--- config.mk ---
export PLATFORM = sky130hd
export DESIGN_NAME = coef_load_ctrl
export DESIGN_NICKNAME = d
export VERILOG_FILES = /design/src/rtl/coef_load_ctrl.sv
export SDC_FILE = /design/constraint.sdc
export NUM_CORES = 1
export LEC_CHECK = 0
export BUFFER_PORTS_ARGS = -buffer_cell sky130_fd_sc_hd__buf_2
export CAP_MARGIN = 20
export CORE_MARGIN = 1
export CORE_UTILIZATION = 49
export DETAILED_ROUTE_END_ITERATION = 10
export PLACE_DENSITY = 0.72
export SYNTH_ARGS = -nofsm -noshare
export SYNTH_HDL_FRONTEND = slang
export SYNTH_SLANG_ARGS = --single-unit
export TNS_END_PERCENT = 20
--- constraint.sdc ---
create_clock -name clk -period 2.2 [get_ports clk]
set_clock_uncertainty 0.1 [all_clocks]
set_input_delay 0.44 -clock clk [delete_from_list [all_inputs] [get_ports clk]]
set_output_delay 0.44 -clock clk [all_outputs]
set_load 0.03 [all_outputs]
--- src/rtl/coef_load_ctrl.sv ---
// coef_load_ctrl: sequences a FIR coefficient reload. It stalls the filter
// (o_filt_hold), waits DRAIN_CYCLES, then streams 17 host bytes into the
// coefficient shift register: tap_num first, then h_15 down to h_0.
//
// Ports:
//   clk, rst_n         clock, async active-low reset
//   i_start            request a reload (IDLE only)
//   i_abort            cancel a reload in DRAIN/LOAD
//   i_s_valid/i_s_data host byte stream
//   o_s_ready          combinational ready, high in LOAD without abort
//   o_cfg_enable       coefficient register config enable
//   o_cfg_data_enable  one-cycle shift pulse
//   o_cfg_data         byte to shift
//   o_filt_hold        FIR datapath stall
//   o_busy             not IDLE
//   o_done / o_err     completion / abort-or-timeout pulses
//   o_word_cnt         bytes accepted in the current load
module coef_load_ctrl #(
    parameter int DRAIN_CYCLES = 16,
    parameter int TIMEOUT      = 255
) (
    input  logic       clk,
    input  logic       rst_n,
    input  logic       i_start,
    input  logic       i_abort,
    input  logic       i_s_valid,
    input  logic [7:0] i_s_data,
    output logic       o_s_ready,
    output logic       o_cfg_enable,
    output logic       o_cfg_data_enable,
    output logic [7:0] o_cfg_data,
    output logic       o_filt_hold,
    output logic       o_busy,
    output logic       o_done,
    output logic       o_err,
    output logic [4:0] o_word_cnt
);

    typedef enum logic [1:0] {
        S_IDLE,
        S_DRAIN,
        S_LOAD,
        S_FINISH
    } state_t;

    localparam logic [7:0] DRAIN_INIT = 8'(DRAIN_CYCLES);
    localparam logic [7:0] IDLE_LIMIT = 8'(TIMEOUT - 1);
    localparam logic [4:0] LAST_WORD  = 5'd16;

    state_t     r_state;
    state_t     w_next;
    logic [7:0] r_drain_cnt;
    logic [7:0] r_idle_cnt;
    logic       r_cfg_enable;
    logic       r_cfg_data_enable;
    logic [7:0] r_cfg_data;
    logic       r_filt_hold;
    logic       r_done;
    logic       r_err;
    logic [4:0] r_word_cnt;

    logic       w_start;
    logic       w_abort;
    logic       w_xfer;
    logic       w_last;
    logic       w_timeout;
    logic       w_cfg_enable_n;
    logic       w_filt_hold_n;
    logic       w_done_n;
    logic       w_err_n;

    assign w_start   = (r_state == S_IDLE) && i_start;
    assign w_abort   = i_abort &&
                       ((r_state == S_DRAIN) || (r_state == S_LOAD));
    assign w_xfer    = i_s_valid && o_s_ready;
    assign w_last    = w_xfer && (r_word_cnt == LAST_WORD);
    // The idle counter reaches TIMEOUT on this edge; abort wins over it.
    assign w_timeout = (r_state == S_LOAD) && !i_abort && !w_xfer &&
                       (r_idle_cnt == IDLE_LIMIT);

    // State register
    always_ff @(posedge clk or negedge rst_n) begin
        if (!rst_n) begin
            r_state <= S_IDLE;
        end else begin
            r_state <= w_next;
        end
    end

    // Next-state logic
    always_comb begin
        w_next = r_state;
        unique case (r_state)
            S_IDLE: begin
                if (i_start) begin
                    w_next = S_DRAIN;
                end
            end
            S_DRAIN: begin
                // A count of 0 or 1 both leave after this cycle.
                if (w_abort) begin
                    w_next = S_IDLE;
                end else if (r_drain_cnt <= 8'd1) begin
                    w_next = S_LOAD;
                end
            end
            S_LOAD: begin
                if (w_abort) begin
                    w_next = S_IDLE;
                end else if (w_last) begin
                    w_next = S_FINISH;
                end else if (w_timeout) begin
                    w_next = S_IDLE;
                end
            end
            S_FINISH: begin
                w_next = S_IDLE;
            end
            default: begin
                w_next = S_IDLE;
            end
        endcase
    end

    // Output logic: combinational outputs and next values of registered ones
    always_comb begin
        o_s_ready      = (r_state == S_LOAD) && !i_abort;
        o_busy         = (r_state != S_IDLE);
        w_cfg_enable_n = (w_next == S_LOAD) || (w_next == S_FINISH);
        w_filt_hold_n  = (w_next != S_IDLE);
        w_done_n       = (r_state == S_FINISH);
        w_err_n        = w_abort || w_timeout;
    end

    // Registered outputs and counters
    always_ff @(posedge clk or negedge rst_n) begin
        if (!rst_n) begin
            r_cfg_enable      <= 1'b0;
            r_cfg_data_enable <= 1'b0;
            r_cfg_data        <= 8'd0;
            r_filt_hold       <= 1'b0;
            r_done            <= 1'b0;
            r_err             <= 1'b0;
            r_word_cnt        <= 5'd0;
            r_drain_cnt       <= 8'd0;
            r_idle_cnt        <= 8'd0;
        end else begin
            r_cfg_enable      <= w_cfg_enable_n;
            r_cfg_data_enable <= w_xfer;
            r_filt_hold       <= w_filt_hold_n;
            r_done            <= w_done_n;
            r_err             <= w_err_n;

            if (w_xfer) begin
                r_cfg_data <= i_s_data;
            end

            // Holds after abort/timeout so the host can see progress.
            if (w_start) begin
                r_word_cnt <= 5'd0;
            end else if (w_xfer) begin
                r_word_cnt <= r_word_cnt + 5'd1;
            end

            if (w_start) begin
                r_drain_cnt <= DRAIN_INIT;
            end else if ((r_state == S_DRAIN) && (r_drain_cnt != 8'd0)) begin
                r_drain_cnt <= r_drain_cnt - 8'd1;
            end

            // Held at zero outside LOAD, so LOAD entry starts from zero.
            if ((r_state != S_LOAD) || w_xfer) begin
                r_idle_cnt <= 8'd0;
            end else begin
                r_idle_cnt <= r_idle_cnt + 8'd1;
            end
        end
    end

    assign o_cfg_enable      = r_cfg_enable;
    assign o_cfg_data_enable = r_cfg_data_enable;
    assign o_cfg_data        = r_cfg_data;
    assign o_filt_hold       = r_filt_hold;
    assign o_done            = r_done;
    assign o_err             = r_err;
    assign o_word_cnt        = r_word_cnt;

endmodule

Yosys cells after proc, flatten, opt, wreduce, memory -nomap -nowiden --
Index checks and enable logic that the tools add are counted.
Storage, ports and cells: word-level logic and storage cells 54, flip-flop bits (word level) 36, input bits 13
Operators by class: multiplexer cells 12, reductions and logical operators 20, $lt $le $gt $ge 1, $add $sub $neg 3, equal/unequal tests 8
Operators with widths (count):
- $mux W8 | 3
- $mux W2 | 6
- $mux W5 | 2
- $add A8 B1 Y8 const B | 1
- $eq A2 B2 Y1 const B | 4
- $eq A8 B8 Y1 const B | 1
- $le A8 B1 Y1 const B | 1
- $logic_and A1 B1 Y1 | 8
- $pmux W2 S4 | 1
- $reduce_bool A2 Y1 | 4
- $reduce_bool A8 Y1 | 1
- $sub A8 B1 Y8 const B | 1
- $add A5 B1 Y5 const B | 1
- $eq A5 B5 Y1 const B | 1
- $logic_or A1 B1 Y1 | 4
- $eq A2 B1 Y1 const B | 1
- $logic_not A1 Y1 | 2
- $logic_not A2 Y1 | 1
- $ne A2 B2 Y1 const B | 1

Longest topological paths before layout --
depth in word-level cells 12, depth in mapped cells 7, gate-level depth less buffers 7

Least setup slack after synthesis --
No wires, ideal clock.
path kind register -> register, start register r_drain_cnt[2], end register r_filt_hold, in the netlist o_filt_hold, library setup time 0.137 ns, cell stages (with the launch flop) 6, clock period less this slack 2.121 ns, data arrival time 1.884 ns, setup slack 0.079 ns, cell sequence dfrtp_1 -> or4_4 -> or4_4 -> a221oi_2 -> or2_1 -> o211ai_1
Between the ends: word-level cells in the longest chain between the ends 5
RTL lines:
- start: declaration | line 52 | logic [7:0] r_drain_cnt;
- start signal: assignment | line 168 | r_drain_cnt <= r_drain_cnt - 8'd1;
- $le A8 B1 Y1 | line 103 | end else if (r_drain_cnt <= 8'd1) begin
- $mux W2 | line 103
- $mux W2 | line 101 | if (w_abort) begin
- $pmux W2 S4 | line 93 | unique case (r_state)
- $reduce_bool A2 Y1 | line 130 | w_filt_hold_n = (w_next != S_IDLE);
- named net w_filt_hold_n | line 68 | logic w_filt_hold_n;
- end signal: assignment | line 150 | r_filt_hold <= w_filt_hold_n;
- end: declaration | line 57 | logic r_filt_hold;
The timed path passes the listed nets, and every way through them passes these cells. A chain may end at the register's enable or synchronous reset.

Final worst setup path --
Ends and elaborated chain as after synthesis.

==> qor.yml <==
power:
  swShare_pct: 38.56
  clockPowerShare_pct: 19.8
  combPwrFrac_pct: 39.6
  irDropWorstVdd_v: 0.0005732
  switchingPower_w: 0.0008694
  intPower_w: 0.001385
  p_per_area_mw_per_mm2: 1092
  power_w: 0.002255
  cellLeakagePower_nw: 1.076
  seq_power_share_pct: 40.6
clock_tree:
  root_buffer: "clkbuf_4"
  clock_path_buffers: 2
  clk_pin_slew_ps: 100
  htree_levels: 2
  cts_made_buffers: 5
  clock_latency_ps: 330
  tritoncts: "yes"
  cts_sinks: 36
worst_setup_path:
  worstSetupPathType: "reg2reg"
  crit_chain: "or4_4 -> or4_4 -> a221oi_4 -> or2_1 -> o211ai_1"
  cp_data_required_time_ps: 2310
  cp-start-kind: "register"
  critPathBufInv: 0
  cp_slowest_cell: "or4_4"
  arrival_ps: 2210
  worst_setup_path_end_kind: "register"
  startpoint: "r_drain_cnt[2]$_DFFE_PN0P_"
  max_stage_delay_ps: 560
  crit_fanout: 5
  r2r_slack_ps: 100
  reg2reg_from: "r_drain_cnt[2]$_DFFE_PN0P_"
  path_common_cell: "or4_4"
  critPathTopFamily: "simple AND/OR/NAND/NOR gates"
synth:
  syn_avg_cell_area_um2: 9.785
  syn-cell-area_mm2: 0.001742
  synth-seq-area-share_pct: 51.72
  ys_types: 34
  ys_warn_count: 0
  ys_seq_elements: 36
  syn_nets: 202
  synth_edf_count: 0
  synth-main-ff-cell: "dfrtp_1"
  syn_inst: 178
  async_flop_share_pct: 100.0
global_routing:
  grt_pass1_vias: 1254
  grt_pass1_wl_um: 5347
  track_usage_pct: 19.74
  antenna_found_initial: 0
  grt_overflow: 0
  grt_start_max_net_pins: 37
place:
  dp_hpwl_um: 2338
  place.gp.congestion: 0.9971
  place_area_mm2: 0.001971
  place_ws_ps: 52.79
  io_buffers: 32
floorplan:
  die_height_um: 61.62
  core-area_mm2: 0.003363
  rows: 21
  start_util_pct: 51.79
  dieWidth_um: 61.62
  die-area_mm2: 0.003797
  pin_count: 33
timing:
  worst_pin_slew_ps: 764.3
  fin_ws_ps: 101.8
  final-setup-viol-count: 0
  setup_tns_ps: 0
  min_period_over_period_pct: 95.37
  grt_setup_unrepaired: "yes"
  fmax_ghz: 0.4766
  drv_slew: 0
  finalCriticalPeriod_ps: 2098
  hold_violations: 0
  max-slew-margin-rel_pct: 49.05
layout:
  layout-drive-gt1-share_pct: 21.92
  layout_common_cells: "dfrtp_1 (36), nand2_1 (35), buf_2 (32), nor2_1 (21), xor2_1 (12)"
  fin_nets: 242
  final_common_cell: "dfrtp_1"
  area_delta_synth_final_pct: 18.61
  num_antenna_cells: 0
  fill_cells: 313
  design_area_mm2: 0.002066
run_status:
  status: "completed"
route:
  wirelength_um: 3209
  drc: 0
  drtIter0Drc: 62
  wl_per_cell_um: 12.11
  ant_nets: 0
  dr_total_vias: 1345
  dr.pass1.iters: 4
  vias_per_cell: 5.075
job:
  cap_violations: 0
worst_hold_path:
  hold_class: "in2async"
area by class of cell:
class / count / area, um^2 / area share [%]
sequential: 36 / 900.9 / 43.61
multi-input combinational: 128 / 799.5 / 38.70
timing repair buffer: 36 / 190.2 / 9.207
tap: 46 / 57.56 / 2.786
clock buffer: 6 / 41.29 / 1.999
inverter: 11 / 41.29 / 1.999
clock inverter: 2 / 35.03 / 1.696
path summary, 6_finish.rpt:
kind,to,cells after the start
worst min register to register,o_cfg_data[4]$_DFFE_PN0P_,2
worst max register to register,o_filt_hold$_DFF_PN0_,5
min in group clk,o_cfg_data[4]$_DFFE_PN0P_,3
max in group asynchronous,r_drain_cnt[4]$_DFFE_PN0P_,1
worst min-delay path,o_filt_hold$_DFF_PN0_,1
worst max-delay path,o_filt_hold$_DFF_PN0_,5
state kept, by name, indices dropped and copies added (netlist names):
signal / flops
o_err: 1
r_drain_cnt: 8
r_state: 2
o_cfg_enable: 1
o_done: 1
o_cfg_data: 8
o_cfg_data_enable: 1
o_filt_hold: 1
o_word_cnt: 5
r_idle_cnt: 8
cell usage after synthesis, drive strengths merged (2+ instances only):
cell type  instances  area share (%)
dfrtp             36              52
o21ai              5             1.4
nand2b             2            0.72
ha                11             7.9
xnor2              4             2.0
nand4              4             1.4
xor2              12             6.0
nor3               2            0.57
clkbuf             3            0.65
and2               2            0.72
or4                2             1.3
inv               11             2.4
or2                3             1.1
nor2              21             4.5
a21oi              5             1.4
nand3              5             1.4
nand2             35             7.5
metal layers:
layer	share of wire [%]	up-vias	global-route usage [%]
met5	0	-	0
met2	45	48	30.26
met4	1.4	0	8.889
met1	45	623	23.69
met3	7.5	5	9.244
li1	-	669	-
cells by family after synthesis:
kind of cell | count (synthesis) | share of synthesized area, %
simple gates | 81 | 21.19
flops | 36 | 51.72
compound gates | 19 | 7.472
xor+xnor | 16 | 8.046
buf+inv | 14 | 3.017
fa+ha+maj | 11 | 7.902
mux | 1 | 0.6465
power groups by stage:
stage	Sequential (W)	Combinational [W]	Clock [W]
floorplan	0.00108	0.000479	0
global route	0.000935	0.000990	0.000485
global placement	0.000920	0.000831	0
detailed placement	0.000927	0.000861	0
finish	0.000915	0.000894	0.000446
CTS	0.000918	0.000862	0.000461
stage by stage:
| stage | hold slack, ps | cells | util, % |
|---|---|---|---|
| floorplan | 44.41 | 178 | - |
| global placement | 355.9 | 256 | 58.59 |
| detailed placement | 360.2 | 256 | 58.59 |
| CTS | 83.89 | 264 | 60.86 |
| global route | 107.6 | 265 | 61.42 |
| finish | 67.98 | 265 | 61.42 |
timing repair:
item                                    4_1_cts  5_1_grt
endpoints found under the setup margin        0        3
buffers inserted                              0        1
gates resized for setup                       0        1
hold buffers                                  0        0
Power figures use the tool's default switching activity.
